<file path="config.mk">
export PLATFORM = sky130hd
export DESIGN_NAME = mem_port_arbiter
export DESIGN_NICKNAME = d
export VERILOG_FILES = /design/src/rtl/mem_port_arbiter.sv
export SDC_FILE = /design/constraint.sdc
export NUM_CORES = 1
export LEC_CHECK = 0
export CAP_MARGIN = 25
export CELL_PAD_IN_SITES_DETAIL_PLACEMENT = 0
export CELL_PAD_IN_SITES_GLOBAL_PLACEMENT = 1
export CORE_MARGIN = 10
export CORE_UTILIZATION = 17
export CTS_BUF_LIST = sky130_fd_sc_hd__clkbuf_8
export DETAILED_ROUTE_END_ITERATION = 8
export PLACE_DENSITY_LB_ADDON = 0.05
export SYNTH_ARGS = -nofsm -noshare
export SYNTH_HDL_FRONTEND = slang
export SYNTH_SLANG_ARGS = --single-unit
</file>
<file path="constraint.sdc">
create_clock -name clock -period 5.29 [get_ports clock]
set_clock_uncertainty 0.2 [all_clocks]
set_input_delay 1.3225 -clock clock [delete_from_list [all_inputs] [get_ports clock]]
set_output_delay 1.3225 -clock clock [all_outputs]
set_load 0.1 [all_outputs]
</file>
<file path="src/rtl/mem_port_arbiter.sv">
// mem_port_arbiter: round-robin arbiter giving one of four requesters the shared
// memory port, with per-requester grant lock and a bounded wait for mem_ready.
module mem_port_arbiter #(
   parameter int WIDTH   = 32,
   parameter int TIMEOUT = 15
) (
   input  logic               clock,
   input  logic               reset,
   input  logic [3:0]         req,
   input  logic [3:0]         lock,
   input  logic [4*WIDTH-1:0] addr,
   input  logic [4*WIDTH-1:0] wdata,
   input  logic [3:0]         we,
   output logic [3:0]         gnt,
   output logic [3:0]         done,
   output logic [3:0]         err,
   output logic [1:0]         sel,
   output logic               busy,
   output logic               mem_valid,
   output logic [WIDTH-1:0]   mem_addr,
   output logic [WIDTH-1:0]   mem_wdata,
   output logic               mem_we,
   input  logic               mem_ready
);

   localparam int CW = (TIMEOUT > 1) ? $clog2(TIMEOUT + 1) : 1;
   localparam logic [CW-1:0] CNT_LAST = (TIMEOUT > 0) ? CW'(TIMEOUT - 1) : {CW{1'b0}};
   localparam logic [CW-1:0] CNT_MAX  = {CW{1'b1}};

   typedef enum logic {IDLE = 1'b0, BUSY = 1'b1} state_t;

   state_t        state;
   state_t        state_nxt;
   logic [1:0]    ptr;
   logic [1:0]    ptr_nxt;
   logic [1:0]    sel_nxt;
   logic [1:0]    pick;
   logic [3:0]    gnt_nxt;
   logic [CW-1:0] cnt;
   logic [CW-1:0] cnt_nxt;
   logic          hold;
   logic          tmo;

   // round-robin pick: lowest offset from ptr wins, so scan offsets downward
   always_comb begin
      pick = ptr;
      for (int k = 3; k >= 0; k--) begin
         if (req[ptr + 2'(k)]) begin
            pick = ptr + 2'(k);
         end
      end
   end

   assign hold = lock[sel] & req[sel];
   assign tmo  = (TIMEOUT > 0) && (cnt == CNT_LAST);

   // state and arbitration registers
   always_ff @(posedge clock) begin
      if (reset) begin
         state <= IDLE;
         ptr   <= 2'd0;
         sel   <= 2'd0;
         gnt   <= 4'b0000;
         cnt   <= {CW{1'b0}};
      end else begin
         state <= state_nxt;
         ptr   <= ptr_nxt;
         sel   <= sel_nxt;
         gnt   <= gnt_nxt;
         cnt   <= cnt_nxt;
      end
   end

   // next-state and next-register values
   always_comb begin
      state_nxt = state;
      ptr_nxt   = ptr;
      sel_nxt   = sel;
      gnt_nxt   = gnt;
      cnt_nxt   = cnt;
      case (state)
         IDLE: begin
            if (req != 4'b0000) begin
               state_nxt = BUSY;
               sel_nxt   = pick;
               gnt_nxt   = 4'b0001 << pick;
               cnt_nxt   = {CW{1'b0}};
            end else begin
               state_nxt = IDLE;
            end
         end
         BUSY: begin
            if (mem_ready) begin
               cnt_nxt = {CW{1'b0}};
               // a locked, still-requesting owner keeps the port with no idle bubble
               if (hold) begin
                  state_nxt = BUSY;
               end else begin
                  state_nxt = IDLE;
                  gnt_nxt   = 4'b0000;
                  ptr_nxt   = sel + 2'd1;
               end
            end else if (tmo) begin
               state_nxt = IDLE;
               gnt_nxt   = 4'b0000;
               ptr_nxt   = sel + 2'd1;
               cnt_nxt   = {CW{1'b0}};
            end else begin
               state_nxt = BUSY;
               if (cnt != CNT_MAX) begin
                  cnt_nxt = cnt + CW'(1);
               end else begin
                  cnt_nxt = cnt;
               end
            end
         end
         default: begin
            state_nxt = IDLE;
            gnt_nxt   = 4'b0000;
         end
      endcase
   end

   // outputs and shared-port datapath selection
   always_comb begin
      busy      = (state == BUSY);
      mem_valid = (state == BUSY);
      mem_addr  = addr[sel*WIDTH +: WIDTH];
      mem_wdata = wdata[sel*WIDTH +: WIDTH];
      mem_we    = (state == BUSY) & we[sel];
      if ((state == BUSY) && mem_ready) begin
         done = gnt;
         err  = 4'b0000;
      end else if ((state == BUSY) && tmo) begin
         done = 4'b0000;
         err  = gnt;
      end else begin
         done = 4'b0000;
         err  = 4'b0000;
      end
   end

endmodule

</file>
Yosys cells after proc, flatten, opt, wreduce, memory -nomap -nowiden
Index checks and enable logic that the tools add are counted.
- register bits after elaboration: 13
- input bits: 271
- output and inout port bits: 81
- add/sub/neg operators: 5
- magnitude comparators: 5
- equality and inequality tests: 7
- shift operators: 3
- muxes and demuxes: 39
- bitwise gates (word level): 3
- reductions and logical operators: 8
- operators by type and width (kind ; count):
    $shiftx 128x8->32 ; 2
    $mux 4 ; 11
    $pmux 4 s2 ; 2
    $lt 2x3->1 const B ; 5
    $bmux 1 s2 ; 7
    $mux 2 ; 7
    $mux 1 ; 11
    $reduce_and 3->1 ; 2
    $add 2x1->2 const B ; 2
    $add 2x2->2 const B ; 2
    $add 4x1->4 const B ; 1
    $eq 4x4->1 const B ; 1
    $ne 2x2->1 const B ; 2
    $ne 4x2->1 const B ; 1
    $ne 4x4->1 const B ; 1
    $reduce_and 2->1 ; 2
    $reduce_bool 4->1 ; 1
    $shl 1x2->4 const A ; 1
    $ne 3x2->1 const B ; 1
    $ne 3x3->1 const B ; 1
    $and 1x1->1 ; 2
    $logic_and 1x1->1 ; 2
    $pmux 1 s2 ; 1
    $reduce_bool 2->1 ; 1
    $not 1->1 ; 1

Depth between registers and ports, before layout
Gate-level depths: netlist of run 1.
- word-level depth: 10
- depth in mapped cells: 6
- gate-level depth less buffers: 6

Least setup slack after synthesis of run 1
Ideal clock, no wire load.
- kind: input to output
- start point: input mem_ready
- end point: output err[0]
- data arrival time: 2.567 ns
- data required time: 3.768 ns
- slack: 1.200 ns
- stages: 3
- cells stage by stage: nand2b_1 > nor2_1 > and2_1
- longest elaborated chain between the ends: 2
- ends and longest elaborated chain (item ; line ; source):
    start: declaration ; 23 ; input logic mem_ready
    $logic_and 1x1->1 ; 131 ; if ((state == BUSY) && mem_ready) begin
    $mux 4 ; 131 ;
    end: declaration ; 16 ; output logic [3:0] err,
Every way passes these cells.

Worst setup path after layout of run 1
- start point: input mem_ready
- end point: output err[2]
Same word-level chain as after synthesis.

==> results of run 1 <==
cells by family (layout without fill, tap and decap cells):
| kind of cell | count (synthesis) | count (layout) | share of synthesized area |
|---|---|---|---|
| other cells | 0 | 2 | 0 |
| flops | 13 | 13 | 0.108 |
| fa+ha+maj | 2 | 2 | 0.0104 |
| xor+xnor | 1 | 1 | 0.00364 |
| compound gates | 35 | 35 | 0.108 |
| buf+inv | 23 | 360 | 0.0483 |
| mux | 65 | 65 | 0.608 |
| simple gates | 42 | 42 | 0.114 |
critical path, cell delays in order:
cell             delay, ns
clkdlybuf4s50_1       0.48
nand2b_1              0.22
nor2_1                0.36
and2_1                0.19
buf_4                 0.29
cells in the final DEF (no fill, tap or decap), drive strengths merged, types with 2 or more instances in the layout:
cell           count
clkdlybuf4s50    278
buf               75
mux4              65
dfxtp             13
a21oi             10
and2               6
a211oi             6
and3               5
nand2b             4
nand3              4
o21ai              4
a32o               4
inv                3
nor2               3
nand2              3
clkbuf             3
diode              2
nor3               2
nor2b              2
nor3b              2
o21bai             2
or2                2
ha                 2
and4b              2
nor4               2
metal layers:
layer | global-route usage | routed length [um] | vias up
met5 | 0 | 30 | -
met4 | 0.0176 | 87 | 4
met3 | 0.0606 | 1450 | 8
met2 | 0.358 | 10700 | 141
met1 | 0.223 | 7520 | 1626
li1 | - | - | 1481
worst max path at each step:
stage	startpoint	end	slack, ns	cells past startpoint
floorplan	mem_ready	err[0]	1.20	3
global route	mem_ready	err[2]	0.72	5
CTS	mem_ready	err[2]	0.87	5
detailed placement	mem_ready	err[2]	0.88	5
finish	mem_ready	err[2]	0.91	5
global placement	mem_ready	err[0]	0.98	5
layout make-up:
type | instances | area [sq um]
multi-input combinational | 145 | 2030
antenna | 2 | 5.00
clock buffer | 3 | 41.3
clock inverter | 1 | 5.00
sequential | 13 | 268
timing repair buffer | 353 | 3360
tap | 180 | 225
inverter | 3 | 11.3
fill | 1372 | 7940
synth_stat cells (2+ instances only):
cell type and n:
a211oi_1 6, a21oi_1 10, a32o_1 4, and2_1 6
and3_1 5, buf_2 9, buf_4 5, clkbuf_1 6
dfxtp_1 13, ha_1 2, inv_1 3, mux4_2 65
nand2_1 3, nand2b_1 4, nand3_1 4, nor2_1 3
nor2b_1 2, nor3_1 2, nor3b_1 2, o21ai_0 4
o21bai_1 2, or2_2 2
through the flow:
stage / utilization / std cells
global route: 0.428 / 698
CTS: 0.428 / 698
detailed placement: 0.425 / 694
floorplan: - / 181
finish: 0.428 / 700
global placement: 0.425 / 694
state kept, by name, summed over array words and instances, names as in the netlist:
name / cells
busy: 1
cnt: 4
gnt: 4
ptr: 2
sel: 2
report_power, final:
| group | switching [W] | internal [W] | total, W |
|---|---|---|---|
| Clock | 0.0000379 | 0.0000520 | 0.0000899 |
| Sequential | 0.0000201 | 0.000103 | 0.000123 |
| Combinational | 0.000624 | 0.000366 | 0.000990 |
==> results.json, run 1 <==
{
  "route.detailed.drc": 0,
  "fp-row-count": 43,
  "status": "completed",
  "worstHoldPathCells": 2,
  "via_per_inst": 4.66,
  "layout-drive-gt1-share": 0.297,
  "setup.worst_path.class": "input pin to output port",
  "dpl_cell_area_sq_mm": 0.00589,
  "synth_edf_count": 0,
  "grt_pass1_vias": 3400,
  "fin_crit_ns": 4.38,
  "nets": 792,
  "slew_headroom": 0.320,
  "postSynthCellCount": 181,
  "cts-root-buf": "clkbuf_8",
  "leakage_nw": 2.14,
  "insertion_delay_ns": 0.24,
  "dp_hpwl_mm": 17.7,
  "hold-path-endpoint": "cnt[1]",
  "cts_setup_buffers": 0,
  "total_power_w": 0.00120,
  "cts_sinks": 13,
  "cts_resized": 0,
  "wl_per_cell_um": 28.3,
  "period_share": 0.828,
  "dr.pass1.iters": 4,
  "rr_worst_depth": 5,
  "io_pins": 352,
  "power.density_mw_per_mm2": 202,
  "grt_antenna_before_repair": 4,
  "startpoint_type": "input pin",
  "vias": 3260,
  "cts.clk_slew.worst_paths_ns": 0.06,
  "syn_nets": 454,
  "htree_levels": 1,
  "globalRouteOverflowTotal": 0,
  "finalSetupTns_ns": 0,
  "cp.required_ns": 3.77,
  "cts.path.max_buffers": 2,
  "wl_mm": 19.8,
  "dieArea_sq_mm": 0.0193,
  "yosysTopAreaCellShare": 0.608,
  "setup_viol": 0,
  "synth.distinct_cells": 41,
  "hold_ws_ns": 0.323,
  "cp.arrival_ns": 2.86,
  "place.gp.congestion": 0.881,
  "async_flop_share": 0,
  "r2r_start": "sel[1]",
  "hp-class": "register to register",
  "avgSynthCellArea_sq_um": 13.3,
  "cp-end-kind": "output port",
  "track_usage": 0.195,
  "synthTopCellsByArea": "mux4_2, dfxtp_1, a21oi_1",
  "die_w_um": 139,
  "drv_cap": 0,
  "stdcell_area_sq_mm": 0.00595,
  "worstHoldStart": "cnt[1]",
  "max_freq_ghz": 0.228,
  "r2r-end": "gnt[3]",
  "yosys.area.top_type": "mux4_2",
  "die-height_um": 139,
  "ys_ff_latch": 13,
  "final_hold_viol_count": 0,
  "cp_max_fo": 7,
  "grt_max_degree": 57,
  "grt_first_pass_wirelength_mm": 28.1,
  "place_worst_setup_slack_ns": 0.876,
  "drt_iter0_drc": 196,
  "cts_tree": "yes",
  "rsz0062_at_grt": "false",
  "slew_viol_final": 0,
  "r2r_slack_ns": 2.70,
  "final_antenna_net_count": 0,
  "synth_area_sq_mm": 0.00241,
  "yosys_most_used_dff": "dfxtp_1",
  "io_buffer_count": 351,
  "areaGrowthSynthToFinish_pct": 147,
  "yosysWarnings": 0,
  "ctsHoldBuffers": 0,
  "vdd_drop_max_mv": 0.122,
  "worstMarginPinSlew_ns": 1.02,
  "yosysSeqAreaShare": 0.108,
  "fin_ws_ns": 0.911,
  "cts_buffers": 3,
  "start_util": 0.174,
  "core_sq_mm": 0.0139
}
No activity file was read; power rests on OpenSTA's default activity.
==> inputs of run 2 (changes only) <==
--- a/config.mk
+++ b/config.mk
@@ -9,7 +9,7 @@
 export CELL_PAD_IN_SITES_DETAIL_PLACEMENT = 0
 export CELL_PAD_IN_SITES_GLOBAL_PLACEMENT = 1
 export CORE_MARGIN = 10
-export CORE_UTILIZATION = 17
+export CORE_UTILIZATION = 14
 export CTS_BUF_LIST = sky130_fd_sc_hd__clkbuf_8
 export DETAILED_ROUTE_END_ITERATION = 8
 export PLACE_DENSITY_LB_ADDON = 0.05
==> constraint.sdc (replaced) <==
create_clock -name clock -period 4 [get_ports clock]
set_clock_uncertainty 0.2 [all_clocks]
set_input_delay 1 -clock clock [delete_from_list [all_inputs] [get_ports clock]]
set_output_delay 1 -clock clock [all_outputs]
set_load 0.1 [all_outputs]
==> results.json, run 2 (synthesis results as in run 1) <==
{
  "status": "completed",
  "cp_max_fo": 7,
  "slew_headroom": 0.375,
  "hp-class": "register to register",
  "clkPwrFrac": 0.071,
  "final_antenna_net_count": 0,
  "layout-drive-gt1-share": 0.318,
  "track_usage": 0.175,
  "combPwrFrac": 0.824,
  "power.density_mw_per_mm2": 264,
  "path_cells": "clkdlybuf4s50_1 > nand2b_1 > nor2_1 > and2_1 > buf_12",
  "grt_antenna_before_repair": 2,
  "cts_sinks": 13,
  "slew_viol_final": 0,
  "r2r_slack_ns": 1.59,
  "insertion_delay_ns": 0.25,
  "via_per_inst": 4.49,
  "worst_path_largest_cell_delay_ns": 0.47,
  "layout_commonest_cell": "clkdlybuf4s50_1",
  "finish.utilization": 0.378,
  "leakage_nw": 2.27,
  "max_freq_ghz": 0.270,
  "finalSetupTns_ns": 0,
  "cts_setup_buffers": 0,
  "cts_resized": 0,
  "grt_max_degree": 66,
  "areaGrowthSynthToFinish_pct": 162,
  "place.gp.congestion": 0.863,
  "worstMarginPinSlew_ns": 0.938,
  "cts-root-buf": "clkbuf_8",
  "globalRouteOverflowTotal": 0,
  "slowest_stage": "clkdlybuf4s50_1",
  "htree_levels": 1,
  "vias": 3344,
  "cts_tree": "yes",
  "startpoint_type": "input pin",
  "final_hold_viol_count": 0,
  "route.detailed.drc": 0,
  "die-height_um": 151,
  "power.switching_w": 0.000922,
  "reg_top3": "cnt (4), gnt (4)",
  "drv_cap": 0,
  "grt_first_pass_wirelength_mm": 29.1,
  "rsz0062_at_grt": "false",
  "vdd_drop_max_mv": 0.158,
  "mostFrequentLayoutCells": "clkdlybuf4s50_1, mux4_2, buf_4",
  "nets": 796,
  "cp.arrival_ns": 2.50,
  "period_share": 0.925,
  "die_w_um": 151,
  "dr.pass1.iters": 4,
  "fp-row-count": 47,
  "cp.required_ns": 2.80,
  "start_util": 0.144,
  "cts_buffers": 3,
  "setup.worst_path.class": "input pin to output port",
  "setup_viol": 0,
  "cts.clk_slew.worst_paths_ns": 0.06,
  "cellInternalPower_w": 0.000747,
  "swShare": 0.553,
  "cp-end-kind": "output port",
  "wl_per_cell_um": 28.7,
  "wl_mm": 21.4,
  "core_sq_mm": 0.0167,
  "dp_hpwl_mm": 19.2,
  "drt_iter0_drc": 119,
  "cts.path.max_buffers": 2,
  "dieArea_sq_mm": 0.0229,
  "grt_pass1_vias": 3517,
  "io_buffer_count": 351,
  "sequentialPowerShare": 0.105,
  "fin_crit_ns": 3.70,
  "ctsHoldBuffers": 0,
  "io_pins": 352
}
-- run 2: power groups by stage --
stage / combinational (W) / sequential (W) / clock [W]
2_1_floorplan: 0.000857 / 0.000180 / 0
3_3_place_gp: 0.00138 / 0.000180 / 0
3_5_place_dp: 0.00138 / 0.000179 / 0
4_1_cts: 0.00138 / 0.000177 / 0.000123
5_1_grt: 0.00142 / 0.000180 / 0.000130
6_report: 0.00138 / 0.000175 / 0.000119
-- run 2: area by class of cell --
class                   instances  area [sq um]
well taps                     220           275
repair buffers                357          3680
fillers                      1640         10400
flip-flops and latches         13           268
multi-input cells             145          2030
clock buffers                   3          41.3
diodes                          2          5.00
inverters                       3          11.3
clock inverters                 1          5.00
-- run 2: final timing paths --
| kind | startpoint | endpoint | cells past startpoint |
|---|---|---|---|
| setup / recovery | mem_ready | err[2] | 5 |
| hold reg to reg | cnt[0] | cnt[0] | 2 |
| setup reg to reg | sel[1] | gnt[1] | 4 |
| hold / removal | cnt[0] | cnt[0] | 2 |
-- run 2: worst max-delay path, delay by kind of cell --
kind / cells / cell delay, ns
buf+inv: 2 / 0.65
simple gates: 3 / 0.84
-- run 2: through the flow --
| step | hold WS, ns | worst slack (ns) | std cells | total power (W) | instance area, sq um |
|---|---|---|---|---|---|
| finish | 0.313 | 0.299 | 744 | 0.00167 | 6320 |
| global placement | 0.302 | 0.367 | 738 | 0.00156 | 6270 |
| floorplan | 0.275 | 0.367 | 181 | 0.00104 | 2410 |
| detailed placement | 0.302 | 0.285 | 738 | 0.00156 | 6270 |
| global route | 0.342 | 0.157 | 742 | 0.00173 | 6310 |
| CTS | 0.313 | 0.277 | 742 | 0.00168 | 6310 |
-- run 2: layer usage --
| metal | vias to the layer above | share of wire | GRT usage | wire length [um] |
|---|---|---|---|---|
| met4 | 2 | 0.0061 | 0.0130 | 131 |
| li1 | 1491 | - | - | - |
| met3 | 14 | 0.092 | 0.0612 | 1970 |
| met5 | - | 0.00033 | 0 | 7 |
| met1 | 1684 | 0.37 | 0.196 | 7860 |
| met2 | 153 | 0.53 | 0.323 | 11400 |
